`src/rtl/renode_bus_dispatcher.sv`:
```
// renode_bus_dispatcher: buffers Renode-style (action, address, data) messages
// in a small command FIFO and executes them one at a time, in order. Bus
// accesses go to one of ChannelCount controller ports with a per-access
// timeout, ticks count down in clock cycles, and reset commands pulse
// periph_rst_n. Every accepted command yields exactly one response.
//
// Handshakes: a transfer happens on a rising clk edge where valid and ready
// are both high. msg_in_valid/msg_in_ready carry commands into the FIFO;
// rsp_valid/rsp_ready carry responses out, and rsp_* fields are held stable
// while rsp_valid is high and rsp_ready is low.
module renode_bus_dispatcher #(
  parameter int AddressWidth         = 32,
  parameter int DataWidth            = 32,
  parameter int ChannelCount         = 2,
  parameter int ChannelSelectLsb     = 28,
  parameter int BusControllerTimeout = 100,
  parameter int CmdFifoDepth         = 4,
  parameter int ResetCycles          = 4
) (
  input  logic                                 clk,
  input  logic                                 rst_n,
  input  logic                                 msg_in_valid,
  output logic                                 msg_in_ready,
  input  logic [2:0]                           msg_in_action,
  input  logic [AddressWidth-1:0]              msg_in_address,
  input  logic [DataWidth-1:0]                 msg_in_data,
  output logic                                 rsp_valid,
  input  logic                                 rsp_ready,
  output logic [2:0]                           rsp_action,
  output logic [AddressWidth-1:0]              rsp_address,
  output logic [DataWidth-1:0]                 rsp_data,
  output logic [ChannelCount-1:0]              bus_req,
  output logic [ChannelCount-1:0]              bus_we,
  output logic [ChannelCount*AddressWidth-1:0] bus_addr,
  output logic [ChannelCount*DataWidth-1:0]    bus_wdata,
  input  logic [ChannelCount-1:0]              bus_ack,
  input  logic [ChannelCount-1:0]              bus_err,
  input  logic [ChannelCount*DataWidth-1:0]    bus_rdata,
  output logic                                 periph_rst_n,
  output logic                                 busy,
  output logic [2:0]                           dbg_state
);

  localparam int SelW  = (ChannelCount > 1) ? $clog2(ChannelCount) : 1;
  localparam int PtrW  = $clog2(CmdFifoDepth);
  localparam int TmoW  = $clog2(BusControllerTimeout + 1);
  localparam int RstW  = $clog2(ResetCycles + 1);
  localparam int FifoW = 3 + AddressWidth + DataWidth;

  // Command actions
  localparam logic [2:0] A_RESET = 3'd0;
  localparam logic [2:0] A_TICK  = 3'd1;
  localparam logic [2:0] A_WRITE = 3'd2;
  localparam logic [2:0] A_READ  = 3'd3;

  // Response actions
  localparam logic [2:0] R_OK    = 3'd0;
  localparam logic [2:0] R_RDATA = 3'd1;
  localparam logic [2:0] R_ERR   = 3'd2;
  localparam logic [2:0] R_TICK  = 3'd3;
  localparam logic [2:0] R_UNSUP = 3'd4;

  // FSM states
  localparam logic [2:0] S_IDLE    = 3'd0;
  localparam logic [2:0] S_ACCESS  = 3'd1;
  localparam logic [2:0] S_TICK    = 3'd2;
  localparam logic [2:0] S_RESET   = 3'd3;
  localparam logic [2:0] S_RESPOND = 3'd4;

  logic [2:0] state;

  // ---------------------------------------------------------------------------
  // Command FIFO
  // ---------------------------------------------------------------------------
  logic [FifoW-1:0] fifo_mem [CmdFifoDepth];
  logic [PtrW-1:0]  wr_ptr;
  logic [PtrW-1:0]  rd_ptr;
  logic [PtrW:0]    fifo_count;
  logic             full;
  logic             empty;
  logic             push;
  logic             pop;

  assign full  = (fifo_count == (PtrW+1)'(CmdFifoDepth));
  assign empty = (fifo_count == '0);
  // ready depends only on the registered count, so a full FIFO never accepts
  // a push even in a cycle where the FSM pops; it reopens one cycle later.
  assign push  = msg_in_valid && !full;
  assign pop   = (state == S_IDLE) && !empty;

  // FIFO storage; contents need no reset because the count gates every read
  always_ff @(posedge clk) begin
    if (push) begin
      fifo_mem[wr_ptr] <= {msg_in_action, msg_in_address, msg_in_data};
    end
  end

  // FIFO pointers and occupancy
  always_ff @(posedge clk) begin
    if (!rst_n) begin
      wr_ptr     <= '0;
      rd_ptr     <= '0;
      fifo_count <= '0;
    end else begin
      if (push) wr_ptr <= wr_ptr + 1'b1;
      if (pop)  rd_ptr <= rd_ptr + 1'b1;
      case ({push, pop})
        2'b10:   fifo_count <= fifo_count + 1'b1;
        2'b01:   fifo_count <= fifo_count - 1'b1;
        default: fifo_count <= fifo_count;
      endcase
    end
  end

  // Head-of-queue decode
  logic [FifoW-1:0]        head;
  logic [2:0]              head_action;
  logic [AddressWidth-1:0] head_address;
  logic [DataWidth-1:0]    head_data;
  logic [SelW-1:0]         head_sel;
  logic [AddressWidth-1:0] head_upper;
  logic                    head_in_range;

  assign head         = fifo_mem[rd_ptr];
  assign head_action  = head[FifoW-1 -: 3];
  assign head_address = head[DataWidth +: AddressWidth];
  assign head_data    = head[DataWidth-1:0];
  assign head_sel     = head_address[ChannelSelectLsb +: SelW];
  // Every address bit from the select field upward must name an existing
  // channel; stray higher bits are a decode error, not an alias.
  assign head_upper    = head_address >> ChannelSelectLsb;
  assign head_in_range = (head_upper < AddressWidth'(ChannelCount));

  // ---------------------------------------------------------------------------
  // Command execution
  // ---------------------------------------------------------------------------
  logic [AddressWidth-1:0] cmd_address;
  logic [DataWidth-1:0]    cmd_wdata;
  logic [SelW-1:0]         cmd_sel;
  logic                    cmd_we;
  logic [TmoW-1:0]         tmo_cnt;
  logic [RstW-1:0]         rst_cnt;
  logic [DataWidth-1:0]    tick_cnt;
  logic [2:0]              rsp_action_q;
  logic [AddressWidth-1:0] rsp_address_q;
  logic [DataWidth-1:0]    rsp_data_q;

  logic                    sel_ack;
  logic                    sel_err;
  logic [DataWidth-1:0]    sel_rdata;

  // Pick out the completion signals of the channel the current access targets
  always_comb begin
    sel_ack   = 1'b0;
    sel_err   = 1'b0;
    sel_rdata = '0;
    for (int c = 0; c < ChannelCount; c++) begin
      if (cmd_sel == SelW'(c)) begin
        sel_ack   = bus_ack[c];
        sel_err   = bus_err[c];
        sel_rdata = bus_rdata[c*DataWidth +: DataWidth];
      end
    end
  end

  // Main sequencer: pop, execute, respond, one command at a time
  always_ff @(posedge clk) begin
    if (!rst_n) begin
      state         <= S_IDLE;
      cmd_address   <= '0;
      cmd_wdata     <= '0;
      cmd_sel       <= '0;
      cmd_we        <= 1'b0;
      tmo_cnt       <= '0;
      rst_cnt       <= '0;
      tick_cnt      <= '0;
      rsp_action_q  <= '0;
      rsp_address_q <= '0;
      rsp_data_q    <= '0;
    end else begin
      case (state)
        S_IDLE: begin
          if (!empty) begin
            cmd_address   <= head_address;
            cmd_wdata     <= head_data;
            cmd_sel       <= head_sel;
            cmd_we        <= (head_action == A_WRITE);
            tmo_cnt       <= '0;
            rst_cnt       <= '0;
            rsp_address_q <= head_address;
            rsp_data_q    <= '0;
            case (head_action)
              A_RESET: state <= S_RESET;
              A_TICK: begin
                if (head_data == '0) begin
                  rsp_action_q <= R_TICK;
                  state        <= S_RESPOND;
                end else begin
                  tick_cnt <= head_data;
                  state    <= S_TICK;
                end
              end
              A_WRITE, A_READ: begin
                if (head_in_range) begin
                  state <= S_ACCESS;
                end else begin
                  rsp_action_q <= R_ERR;
                  state        <= S_RESPOND;
                end
              end
              default: begin
                rsp_action_q <= R_UNSUP;
                state        <= S_RESPOND;
              end
            endcase
          end
        end

        S_ACCESS: begin
          // An ack in the final timeout cycle still completes the access.
          if (sel_ack) begin
            if (sel_err) begin
              rsp_action_q <= R_ERR;
            end else if (cmd_we) begin
              rsp_action_q <= R_OK;
            end else begin
              rsp_action_q <= R_RDATA;
              rsp_data_q   <= sel_rdata;
            end
            state <= S_RESPOND;
          end else if (tmo_cnt == TmoW'(BusControllerTimeout - 1)) begin
            rsp_action_q <= R_ERR;
            state        <= S_RESPOND;
          end else begin
            tmo_cnt <= tmo_cnt + 1'b1;
          end
        end

        S_TICK: begin
          tick_cnt <= tick_cnt - 1'b1;
          if (tick_cnt == DataWidth'(1)) begin
            rsp_action_q <= R_TICK;
            state        <= S_RESPOND;
          end
        end

        S_RESET: begin
          if (rst_cnt == RstW'(ResetCycles - 1)) begin
            rsp_action_q <= R_OK;
            state        <= S_RESPOND;
          end else begin
            rst_cnt <= rst_cnt + 1'b1;
          end
        end

        S_RESPOND: begin
          if (rsp_ready) state <= S_IDLE;
        end

        default: state <= S_IDLE;
      endcase
    end
  end

  // Drive only the selected channel while an access is in flight
  always_comb begin
    bus_req   = '0;
    bus_we    = '0;
    bus_addr  = '0;
    bus_wdata = '0;
    for (int c = 0; c < ChannelCount; c++) begin
      if ((state == S_ACCESS) && (cmd_sel == SelW'(c))) begin
        bus_req[c]                             = 1'b1;
        bus_we[c]                              = cmd_we;
        bus_addr[c*AddressWidth +: AddressWidth] = cmd_address;
        bus_wdata[c*DataWidth +: DataWidth]      = cmd_wdata;
      end
    end
  end

  assign msg_in_ready = !full;
  assign rsp_valid    = (state == S_RESPOND);
  assign rsp_action   = rsp_action_q;
  assign rsp_address  = rsp_address_q;
  assign rsp_data     = rsp_data_q;
  assign periph_rst_n = (state != S_RESET);
  assign busy         = (state != S_IDLE) || !empty;
  assign dbg_state    = state;

endmodule

```
`config.mk`:
```
export PLATFORM = sky130hd
export DESIGN_NAME = renode_bus_dispatcher
export DESIGN_NICKNAME = d
export VERILOG_FILES = /design/src/rtl/renode_bus_dispatcher.sv
export SDC_FILE = /design/constraint.sdc
export NUM_CORES = 1
export LEC_CHECK = 0
export BUFFER_PORTS_ARGS = -buffer_cell sky130_fd_sc_hd__buf_4
export CAP_MARGIN = 5
export CELL_PAD_IN_SITES_DETAIL_PLACEMENT = 0
export CELL_PAD_IN_SITES_GLOBAL_PLACEMENT = 1
export CORE_ASPECT_RATIO = 1.5
export CORE_MARGIN = 8
export CORE_UTILIZATION = 49
export CTS_BUF_LIST = sky130_fd_sc_hd__clkbuf_2 sky130_fd_sc_hd__clkbuf_4 sky130_fd_sc_hd__clkbuf_8
export DETAILED_ROUTE_END_ITERATION = 12
export GPL_TIMING_DRIVEN = 0
export PLACE_DENSITY = 0.95
export REMOVE_ABC_BUFFERS = 1
export SETUP_SLACK_MARGIN = 0.3
export SKIP_CTS_REPAIR_TIMING = 1
export SLEW_MARGIN = 15
export SYNTH_ARGS = -nofsm -noshare
export SYNTH_HDL_FRONTEND = slang
export SYNTH_SLANG_ARGS = --single-unit
export TNS_END_PERCENT = 30
```
`constraint.sdc`:
```
create_clock -name clk -period 4.4 [get_ports clk]
set_input_delay 0.44 -clock clk [delete_from_list [all_inputs] [get_ports clk]]
set_output_delay 0.44 -clock clk [all_outputs]
set_load 0.01 [all_outputs]
```
==> reports/results.ini, run 1 <==
[run_status]
outcome = completed

[synthesis]
ys_warn_count = 0
seq_area_frac_synth_pct = 63.8
post-synth-top-area-fraction_pct = 46.1
syn_area_um2 = 17400
dominantRegCellSynth = edfxtp_1
yosys-top-cells-count = 268 x edfxtp_1, 194 x nand2_1, 154 x dfxtp_1
netlist_instances = 1360
flops_latches_synth = 422
synth_area_per_cell_um2 = 12.8
main_area_contributors_after_synthesis = edfxtp_1 46%, dfxtp_1 18%, mux4_2 8.7%
post-synth-top-area-cell = edfxtp_1
post-synth-top-count-cell = edfxtp_1
synth_enable_flop_cells = 268
yosysUniqueCellTypes = 61
synth_async_sr_flop_share_pct = 0

[placement]
dpl.hpwl_um = 30000
gpl.final_weighted_congestion = 0.798
placement.io_buffers = 343
dp_worst_setup_slack_ps = 356

[drt]
via_cell_ratio = 5.52
detail_route.first_pass.iterations = 5
ant_nets = 0
vias = 12600
drt_drc_violations_left = 0
drt_first_iter_violations = 884
wl_per_cell_um = 20.0
wl_um = 45600

[worst_setup_path]
timing.critical_path.required_ps = 4950
master_of_the_slowest_instance_on_the_critical_path = o21ai_4
timing.critical_path.slowest_cell_delay_ps = 820
critical_path.cell_chain = buf_12, mux4_2, nor4_1, nand4_1, o21ai_4, o311ai_0, a31oi_1
critical_path_arrival_ps = 4410
crit_path_end_kind = flip-flop
critical_path_peak_fanout = 33
worst_r2r_path_depth = 7
end_of_the_worst_register_to_register_path = tick_cnt[22]
critical_path_class = reg -> reg
reg2reg_slack_ps = 540
startpoint_type = flip-flop

[global_route]
grt_first_pass_wirelength_um = 68600
grt_overflow = 0
grt_use_total_pct = 20.7
antenna_violations_before_repair = 2
grt_pass1_vias = 12600
maximum_number_of_pins_on_one_net_before_global_route_repair = 81

[cts]
cts_tree = yes
clockRootBuffer = clkbuf_8
max-clock-path-buffers = 3
clkLatencyLatePin_ps = 620
clock-sinks = 422
cts_made_buffers = 60
clkTransAtPathRegs_ps = 70
h-tree-depth = 2

[sta]
fin_skew_ps = 21.1
grt_setup_unrepaired = true
fin_tns_setup_ps = 0
worst_relative_slew_slack_pct = 29.9
worst_slack_ps = 537
tightest_slew_ps = 1050
timing_max_transition_violations_final = 0
hold-worst-slack_ps = 32.2
fmax_ghz = 0.259
timing.final.setup_violations = 0
period_minus_slack_ps = 3860
hold_fails_final_rpt = 0
timing.final.crit_share_pct = 87.8

[pwr]
power.switching_fraction_pct = 33.8
p_sw_w = 0.00439
pwr_density_cell_nw_per_um2 = 573
vdd_ir_max_mv = 0.386
totalPowerFinal_w = 0.0130
static-leakage-power_nw = 8.66
power.clock.fraction_pct = 26.4
power_frac_comb_pct = 31.0
pwr-share-seq_pct = 42.7
power_report.internal_total_w = 0.00860

[floorplan]
start_util_pct = 49.7
pin_count = 345
chipHeight_um = 247
rows = 84
chip_width_um = 170
design.core.area_um2 = 35100
die_area_um2 = 42000

[layout]
final_net_count = 1899
post_route_cells_drive_above_1_share_pct = 33.0
area.growth.synth_to_final_pct = 29.9
layout.area.seq_um2 = 11100
n_fill_cell = 2679
multi_input_combinational_cell_area_um2 = 5880
final_util_pct = 64.5

[min_path]
hold_path_end = fifo_mem[3][37]
worst_hold_path_type = in -> reg
holdCritStartpoint = msg_in_address[5]
hold-path-cell-count = 1

[flow_run]
cap_viol_max_count = 0

worst max-delay path: cells and delay by family, from the launching register on:
kind	cells	cell delay, ps
AND/OR/NAND/NOR	2	980
AO/OA/AOI/OAI	3	1330
buffers and inverters	1	270
multiplexers	1	580
flip-flops	1	620
registers in the layout, indices dropped and copies added, names as in the netlist, 2 cells and up, named ones only:
register	count
tmo_cnt	7
cmd_wdata	32
rsp_data	32
fifo_count	3
fifo_mem	268
dbg_state	3
rsp_address	32
rst_cnt	3
wr_ptr	2
tick_cnt	32
rd_ptr	2
rsp_action	3
cell families (layout without fill, tap and decap cells):
family                     after synthesis  in the layout  synth area share [%]
DFF                                    422            422                  63.8
adders and majority gates               11             11                 0.832
other                                    1              3                0.0215
and+or+nand+nor                        492            492                  14.1
AOI/OAI and AO/OA                      203            203                  6.79
buffers and inverters                  115            556                  2.80
xor gates and xnor gates                13             13                 0.653
muxes                                  103            103                  11.0
area by class of cell:
| type | instances | share of cell area, % |
|---|---|---|
| inverter | 16 | 0.309 |
| sequential | 422 | 49.2 |
| tap | 473 | 2.61 |
| timing repair buffer | 426 | 15.8 |
| clock inverter | 22 | 1.03 |
| multi-input combinational | 823 | 26.0 |
| clock buffer | 92 | 5.09 |
| antenna | 2 | 0.0221 |
metrics by stage:
stage / cell area, um^2 / std cells
detailed placement: 20600 / 2096
finish: 22700 / 2276
floorplan: 17000 / 1261
global placement: 20200 / 2077
CTS: 22000 / 2210
global route: 22700 / 2276
layer usage:
| metal | GRT usage, % | share of wire, % | vias to the layer above |
|---|---|---|---|
| li1 | - | - | 5832 |
| met4 | 7.27 | 2.7 | 0 |
| met2 | 38.8 | 54 | 455 |
| met5 | 0 | 0 | - |
| met3 | 4.89 | 6.4 | 78 |
| met1 | 22.2 | 37 | 6192 |
worst max path at each step:
stage | from | endpoint | slack, ps | cells after the start
2_1_floorplan | dbg_state[0] | rsp_data[0] | -2780 | 4
3_3_place_gp | dbg_state[1] | rsp_data[18] | -9050 | 4
3_5_place_dp | flip-flop | tick_cnt[23] | 360 | 7
4_1_cts | flip-flop | tick_cnt[23] | 360 | 7
5_1_grt | flip-flop | tick_cnt[22] | 240 | 7
6_report | flip-flop | tick_cnt[22] | 540 | 7
cells in the final DEF (no fill, tap or decap), types with 64 or more instances in the layout:
cell	count
clkbuf_8	74
and3_1	66
nand2_1	194
mux4_2	67
buf_4	350
and2_1	68
edfxtp_1	268
a21oi_1	136
dlygate4sd3_1	64
dfxtp_1	151
power by group through the flow:
stage	logic [W]	registers (W)	clock network (W)
4_1_cts	0.00400	0.00554	0.00349
6_report	0.00403	0.00554	0.00342
2_1_floorplan	0.00239	0.00561	0
5_1_grt	0.00440	0.00564	0.00365
3_3_place_gp	0.00362	0.00580	0
3_5_place_dp	0.00398	0.00562	0
(Power assumes the default switching activity.)
==> run 2, diff against run 1 <==
--- a/config.mk
+++ b/config.mk
@@ -5,15 +5,15 @@
 export SDC_FILE = /design/constraint.sdc
 export NUM_CORES = 1
 export LEC_CHECK = 0
-export BUFFER_PORTS_ARGS = -buffer_cell sky130_fd_sc_hd__buf_4
 export CAP_MARGIN = 5
 export CELL_PAD_IN_SITES_DETAIL_PLACEMENT = 0
 export CELL_PAD_IN_SITES_GLOBAL_PLACEMENT = 1
 export CORE_ASPECT_RATIO = 1.5
 export CORE_MARGIN = 8
-export CORE_UTILIZATION = 49
+export CORE_UTILIZATION = 57
 export CTS_BUF_LIST = sky130_fd_sc_hd__clkbuf_2 sky130_fd_sc_hd__clkbuf_4 sky130_fd_sc_hd__clkbuf_8
 export DETAILED_ROUTE_END_ITERATION = 12
+export DONT_BUFFER_PORTS = 1
 export GPL_TIMING_DRIVEN = 0
 export PLACE_DENSITY = 0.95
 export REMOVE_ABC_BUFFERS = 1
==> run 2 against run 1 <==
Effect of this change: maximum frequency increased by 0.68%; die area decreased by 13%; register-to-register slack improved by 30 ps; sequential power increased by 2%; via count decreased by 11%; critical endpoint is now bus_wdata[17].
==> reports/results.ini, run 2 (same netlist as run 1, synthesis figures left out) <==
[drt]
drt_first_iter_violations = 892
via_cell_ratio = 6.03
wl_per_cell_um = 22.7
wl_um = 42300
detail_route.first_pass.iterations = 5
ant_nets = 0
vias = 11200
drt_drc_violations_left = 0

[floorplan]
pin_count = 345
chipHeight_um = 230
design.core.area_um2 = 30200
start_util_pct = 57.8
chip_width_um = 159
rows = 78
die_area_um2 = 36600

[sta]
hold_fails_final_rpt = 0
fmax_ghz = 0.261
fin_tns_setup_ps = 0
worst_relative_slew_slack_pct = 30.0
fin_skew_ps = 14.8
period_minus_slack_ps = 3840
tightest_slew_ps = 1050
timing.final.crit_share_pct = 87.2
grt_setup_unrepaired = false
hold-worst-slack_ps = 18.3
timing_max_transition_violations_final = 0
timing.final.setup_violations = 0
worst_slack_ps = 563

[layout]
mostFrequentLayoutCell = edfxtp_1
layout.area.seq_um2 = 11100
n_fill_cell = 2177
final_util_pct = 66.2
final_net_count = 1558
post_layout_nonfiller_instances = 1861
largest_register_ffs = 268
multi_input_combinational_cell_area_um2 = 5890
layout_common_cells = 268 x edfxtp_1, 194 x nand2_1, 151 x dfxtp_1, 136 x a21oi_1
post_route_cells_drive_above_1_share_pct = 17.0
registers.top_by_ff_count = fifo_mem
area.growth.synth_to_final_pct = 14.5

[global_route]
antenna_violations_before_repair = 3
grt_overflow = 0
grt_use_total_pct = 21.7
grt_pass1_vias = 11300
maximum_number_of_pins_on_one_net_before_global_route_repair = 93
grt_first_pass_wirelength_um = 63000

[run_status]
outcome = completed

[cts]
clkLatencyLatePin_ps = 610
max-clock-path-buffers = 3
h-tree-depth = 2
clock-sinks = 422
cts_tree = yes
cts_made_buffers = 58
clockRootBuffer = clkbuf_8
clkTransAtPathRegs_ps = 60

[pwr]
vdd_ir_max_mv = 0.505
pwr_density_cell_nw_per_um2 = 628
static-leakage-power_nw = 6.86

[min_path]
worst_hold_path_type = in -> reg

[placement]
placement.io_buffers = 0
dpl.hpwl_um = 27400
dp_worst_setup_slack_ps = 397
gpl.final_weighted_congestion = 0.804
total_instance_count_after_detailed_placement = 1679

[worst_setup_path]
critical_path_arrival_ps = 3400
crit_path_end_kind = output pin
critical_path_class = reg -> out
timing.critical_path.required_ps = 3960
startpoint_type = flip-flop
critical_path_peak_fanout = 35

[flow_run]
cap_viol_max_count = 0

==> run 2: changes by cell type in the layout (fill, tap and decap cells not counted), sizes merged <==
cell,delta
dlygate4sd3,+4
buf,-344
clkinv,-1
diode,+1
inv,+1
bufinv,+1
clkbuf,-5
o21ai,+1
==> run 2: critical path, stage by stage, from the launching register on <==
cell and delay [ps]:
dfxtp_1 500, nor3b_2 460, buf_6 230, buf_4 210, buf_4 220, nor2b_4 670, buf_16 240, and2_1 210
==> run 2: routing by layer <==
metal  global-route usage (%)  vias to the layer above  part of all wire [%]  routed length (um)
met2                     40.0                      450                    54               22700
li1                         -                     5149                     -                   -
met1                     22.5                     5538                    36               15300
met3                     5.92                       91                   7.2                3030
met4                     9.70                        0                   3.0                1280
met5                        0                        -                     0                   0
==> run 2: metrics by stage <==
step | total power [W] | instance area, um^2
global placement | 0.00904 | 17500
floorplan | 0.00800 | 17000
finish | 0.0125 | 20000
detailed placement | 0.00919 | 17900
global route | 0.0132 | 20000
CTS | 0.0126 | 19300
==> run 2: report_power, final <==
part | internal, W | total [W] | switching, W | leakage, nW
combinational | 0.00141 | 0.00355 | 0.00214 | 2.44
clock | 0.00191 | 0.00335 | 0.00144 | 0.704
sequential | 0.00495 | 0.00564 | 0.000697 | 3.71
==> run 2: final timing paths <==
path,from,to,slack [ps],cells after the start
min reg2reg,cmd_wdata[7],cmd_wdata[7],470,2
max reg2reg,flip-flop,tick_cnt[16],570,7
min,rsp_ready,dbg_state[2],20,2
max,dbg_state[0],bus_wdata[17],560,7
==> run 2: cell type report <==
class / count / area share [%]
Tap cell: 400 / 2.51
Antenna cell: 3 / 0.0376
Clock inverter: 23 / 1.34
Timing Repair Buffer: 86 / 5.12
Inverter: 16 / 0.351
Sequential cell: 422 / 55.8
Multi-Input combinational cell: 824 / 29.5
Clock buffer: 87 / 5.34
